===== config.mk =====
export PLATFORM = sky130hd
export DESIGN_NAME = ram_burst
export DESIGN_NICKNAME = d
export VERILOG_FILES = /design/src/rtl/ram_burst.sv
export SDC_FILE = /design/constraint.sdc
export NUM_CORES = 1
export LEC_CHECK = 0
export CAP_MARGIN = 25
export CORE_UTILIZATION = 45
export CTS_CLUSTER_SIZE = 24
export DETAILED_ROUTE_END_ITERATION = 10
export GPL_TIMING_DRIVEN = 0
export PLACE_DENSITY = 0.79
export REMOVE_ABC_BUFFERS = 1
export SYNTH_ARGS = -nofsm -noshare
export SYNTH_HDL_FRONTEND = slang
export SYNTH_SLANG_ARGS = --single-unit

===== constraint.sdc =====
create_clock -name clk -period 4.6 [get_ports clk]
set_input_delay 0.69 -clock clk [delete_from_list [all_inputs] [get_ports clk]]
set_output_delay 0.69 -clock clk [all_outputs]
set_load 0.1 [all_outputs]

===== src/rtl/ram_burst.sv =====
// ram_burst: DEPTH x DATA_W word store with wide parallel load,
// single-word registered reads and a wrapping burst-read port.
module ram_burst #(
    parameter int DATA_W = 8,
    parameter int DEPTH  = 16,
    parameter int ADDR_W = 8
) (
    input  logic                    clk,
    input  logic                    rst,
    input  logic [1:0]              rw,
    input  logic [ADDR_W-1:0]       addr,
    input  logic [ADDR_W-1:0]       len,
    input  logic [DATA_W*DEPTH-1:0] wdata,
    output logic [DATA_W-1:0]       rdata,
    output logic                    rvalid,
    input  logic                    rready,
    output logic                    busy,
    output logic                    done,
    output logic                    err
);

    localparam int PW = (DEPTH > 1) ? $clog2(DEPTH) : 1;

    localparam logic [1:0] RW_LOCK  = 2'd0;
    localparam logic [1:0] RW_READ  = 2'd1;
    localparam logic [1:0] RW_WRITE = 2'd2;
    localparam logic [1:0] RW_BURST = 2'd3;

    typedef enum logic [1:0] {
        IDLE  = 2'd0,
        BURST = 2'd1,
        FIN   = 2'd2
    } state_t;

    state_t              state, state_d;
    logic [DATA_W-1:0]   mem [DEPTH];
    logic [PW-1:0]       ptr, ptr_d, ptr_nxt;
    logic [ADDR_W-1:0]   rem, rem_d;
    logic [DATA_W-1:0]   rdata_d;
    logic                rvalid_d;
    logic                err_q, err_d;
    logic                mem_we;
    logic                addr_ok;

    assign addr_ok = (addr < ADDR_W'(DEPTH));

    // wrap explicitly so non-power-of-two depths stay in range
    assign ptr_nxt = (ptr == PW'(DEPTH - 1)) ? '0 : ptr + PW'(1);

    assign busy = (state == BURST);
    assign done = (state == FIN);
    assign err  = (state == FIN) && err_q;

    // next-state and datapath decode
    always_comb begin
        state_d  = state;
        ptr_d    = ptr;
        rem_d    = rem;
        rdata_d  = rdata;
        rvalid_d = 1'b0;
        err_d    = err_q;
        mem_we   = 1'b0;
        unique case (state)
            IDLE: begin
                err_d = 1'b0;
                unique case (rw)
                    RW_LOCK: begin
                    end
                    RW_WRITE: begin
                        mem_we = 1'b1;
                    end
                    RW_READ: begin
                        rdata_d  = addr_ok ? mem[addr[PW-1:0]] : '0;
                        rvalid_d = 1'b1;
                    end
                    RW_BURST: begin
                        if (!addr_ok) begin
                            state_d = FIN;
                            err_d   = 1'b1;
                        end else if (len == '0) begin
                            state_d = FIN;
                        end else begin
                            ptr_d    = addr[PW-1:0];
                            rem_d    = len;
                            rdata_d  = mem[addr[PW-1:0]];
                            rvalid_d = 1'b1;
                            state_d  = BURST;
                        end
                    end
                endcase
            end
            BURST: begin
                rvalid_d = rvalid;
                if (rvalid && rready) begin
                    ptr_d = ptr_nxt;
                    rem_d = rem - ADDR_W'(1);
                    if (rem == ADDR_W'(1)) begin
                        rvalid_d = 1'b0;
                        state_d  = FIN;
                    end else begin
                        rdata_d = mem[ptr_nxt];
                    end
                end
            end
            FIN: begin
                state_d = IDLE;
            end
            default: begin
                state_d = IDLE;
            end
        endcase
    end

    // state register; reset aborts any burst without a done pulse
    always_ff @(posedge clk) begin
        if (rst) begin
            state <= IDLE;
        end else begin
            state <= state_d;
        end
    end

    // read-side registers
    always_ff @(posedge clk) begin
        if (rst) begin
            ptr    <= '0;
            rem    <= '0;
            rdata  <= '0;
            rvalid <= 1'b0;
            err_q  <= 1'b0;
        end else begin
            ptr    <= ptr_d;
            rem    <= rem_d;
            rdata  <= rdata_d;
            rvalid <= rvalid_d;
            err_q  <= err_d;
        end
    end

    // word store, loaded whole from the wide bus
    always_ff @(posedge clk) begin
        if (rst) begin
            for (int i = 0; i < DEPTH; i++) begin
                mem[i] <= '0;
            end
        end else if (mem_we) begin
            for (int i = 0; i < DEPTH; i++) begin
                mem[i] <= wdata[DATA_W*i +: DATA_W];
            end
        end
    end

endmodule


==> metrics.md <==
| Metric | Value |
|---|---|
| Outcome | `finished clean` |
| Predominant post-synthesis flop cell | `edfxtp_1` |
| Final nets | `921` |
| Syn. warnings | `0` |
| Crit path kind | `reg2out` |
| Mapped Cells | `629` |
| Post-CTS Setup Bufs | `0` |
| Maximum clock frequency | `0.279 GHz` |
| Worst clock skew | `0.00632 ns` |
| Clock buffer depth | `2` |
| Area Growth Syn to Fin | `29.4%` |
| Max incr delay on CP | `1.04 ns` |
| Remaining antenna violation count | `0` |
| Clock Root Buffer | `clkbuf_16` |
| Worst skew pair latency | `0.43 ns` |
| Sequential element share of the synthesized area | `0.530` |
| Starting density of the core | `0.467` |
| Worst Hold Class | `reg2reg` |
| Synth Cell Area | `8160 um^2` |
| Drt first pass iters | `5` |
| RR Startpoint | `ptr[0]` |
| CP Max Fanout | `20` |
| Max-cap violations | `0` |
| GR Overflow Total | `0` |
| Synthesis-stage register bit count | `152` |
| R2R setup slack | `1.22 ns` |
| Worst Setup SP | `state[1]` |
| Top-Level Pins | `161` |
| Pin count of the biggest net entering global routing | `69` |
| Total CTS buffers | `17` |
| Pleak | `3.68 nW` |
| Overall routing resource usage | `0.225` |
| Die W | `137 um` |
| Avg Inst Size Synth | `13.0 um^2` |
| Final core occ | `0.604` |
| # rows | `48` |
| CP max stage cell | `clkdlybuf4s50_1` |
| DIE HEIGHT | `137 um` |
| Finish-stage setup viols | `0` |
| Vias in the first global route | `5966` |
| Final Hold Fails | `0` |
| CTS sink cnt | `152` |
| CORE AREA | `17500 um^2` |
| Overall power | `0.00354 W` |
| WHS Path Cells | `2` |
| Data required, critical path | `3.91 ns` |
| Htree depth | `4` |
| Hold Buf Count CTS | `0` |
| CTS tree | `done` |
| CTS clk-pin slew, worst paths | `0.06 ns` |
| Final GP Congestion | `0.773` |
| Worst hold slack | `0.481 ns` |
| Unrepaired setup endpoints after global routing | `no` |
| Initial DRC Count | `389` |
| R2r worst-path depth | `8` |
| Drt wl/cell | `20.0 um` |
| Fin crit period | `3.58 ns` |
| Worst path bufs/invs | `3` |
| Tcrit/Tclk final | `0.778` |
| Library cells used by synthesis | `63` |
| Pwr dens | `335 nW/um^2` |
| N_diodes | `0` |
| Setup TNS | `0 ns` |
| Initial antenna violation count | `0` |
| Detailed Place HPWL | `13800 um` |
| Vias | `5884` |
| Dpl ws | `0.896 ns` |
| Die area | `18700 um^2` |
| Worst rel slew slack | `0.294` |
| Crit-path cells | `nand2b_1 -> buf_6 -> clkinv_1 -> clkdlybuf4s50_1` |
| Reg2reg end | `rdata[4]` |
| DRT Wirelength | `20100 um` |
| First-pass GRT wire length | `31000 um` |
| Layout cells sized above 1 | `0.145` |
| Drc violations | `0` |
| Cts repair resizes | `0` |
| Max IR drop VDD | `0.229 mV` |
| Worst Hold Launch | `err_q` |
| Worst-Margin Slew | `1.05 ns` |
| Via density | `5.84` |
| Crit end category | `output pin` |
| IO Port Bufs | `160` |
| Async SR Flop Fraction | `0` |
| Arr. time, crit path | `2.89 ns` |
| Pins Over Slew Limit | `0` |
| Number of enable flip-flop cells after synthesis | `128` |
| Top delay family on crit path | `buffers and inverters` |
| Worst Hold End | `err_q` |
| Worst setup margin | `1.02 ns` |
| Worst setup SP type | `register` |
[Yosys cell counts (all sizes together), types with 12 or more instances]
cell / instances / area, um^2
and2: 89 / 557
mux2i: 12 / 120
dfxtp: 24 / 480
clkbuf: 27 / 103
nor2: 36 / 135
a211oi: 22 / 165
edfxtp: 128 / 3840
a21oi: 16 / 80.1
nand2: 26 / 97.6
buf: 22 / 140
nor2b: 61 / 382
mux4: 54 / 1220
o21ai: 14 / 73.8
[sequential cells by signal, summed over array words and instances, names as in the netlist]
signal  flops
state       2
err_q       1
ptr         4
rdata       8
mem       128
rvalid      1
rem         8
[power by group]
group	total (W)	switching, W	internal, W	leakage (nW)
combinational	0.000469	0.000213	0.000256	1.84
sequential	0.00165	0.0000491	0.00160	1.55
clock	0.00142	0.000594	0.000829	0.296
[stage by stage]
stage	cells	cell area, um^2
6_report	1007	10600
5_1_grt	1007	10600
4_1_cts	1006	10500
3_5_place_dp	974	9950
3_3_place_gp	965	9800
2_1_floorplan	580	7920
[worst max-delay path by stage]
stage	endpoint	slack, ns	cells after the start
floorplan	mem[0][0]	0.31	2
global placement	mem[7][1]	-3.23	2
detailed placement	busy	0.90	3
CTS	busy	0.44	3
global route	busy	0.83	4
finish	busy	1.02	4
[area by class of cell]
cell class | instances | area (um^2)
Clock buffer | 18 | 439
Clock inverter | 14 | 161
Fill cell | 1308 | 6920
Inverter | 5 | 18.8
Multi-Input combinational cell | 423 | 3600
Sequential cell | 152 | 4320
Tap cell | 225 | 282
Timing Repair Buffer | 170 | 1730
[logic make-up after synthesis]
kind of cell / synth area share
AND/OR/NAND/NOR: 0.167
flip-flops: 0.530
AO/OA/AOI/OAI: 0.0982
multiplexers: 0.166
buffers and inverters: 0.0321
adder cells (fa/ha/maj): 0.00460
XOR/XNOR: 0.00215
[placed cells by master, fill, tap and decap left out, types with 5 or more instances in the layout]
master | synthesis | final
nand2_1 | 26 | 26
clkdlybuf4s50_1 | 0 | 156
a22oi_1 | 7 | 7
inv_6 | 0 | 6
a31oi_1 | 6 | 6
o21ai_0 | 12 | 12
edfxtp_1 | 128 | 128
nor2b_1 | 61 | 61
a21oi_1 | 16 | 15
mux2i_1 | 12 | 12
dfxtp_1 | 24 | 24
and2_1 | 88 | 88
mux4_2 | 53 | 53
nor2_1 | 36 | 35
clkbuf_16 | 0 | 17
nor4_1 | 6 | 6
a311oi_1 | 6 | 6
a211oi_1 | 22 | 22
a221oi_1 | 5 | 5
[per-layer routing]
metal  vias up  wire, um  GRT usage
li1       2700         -          -
met1      2862      8170      0.284
met2       280     10100      0.381
met3        42      1470     0.0441
met4         0       417     0.0889
met5         -         0          0
[worst reg2reg max path, cell delays in order, from the launching register on]
cell,delay [ns]
dfxtp_1,0.86
ha_2,0.45
a31o_2,0.60
buf_12,0.27
mux4_2,0.54
nor2_1,0.10
nor4_1,0.06
a221oi_1,0.23
a311oi_1,0.13
No activity file was read; power rests on OpenSTA's default activity.
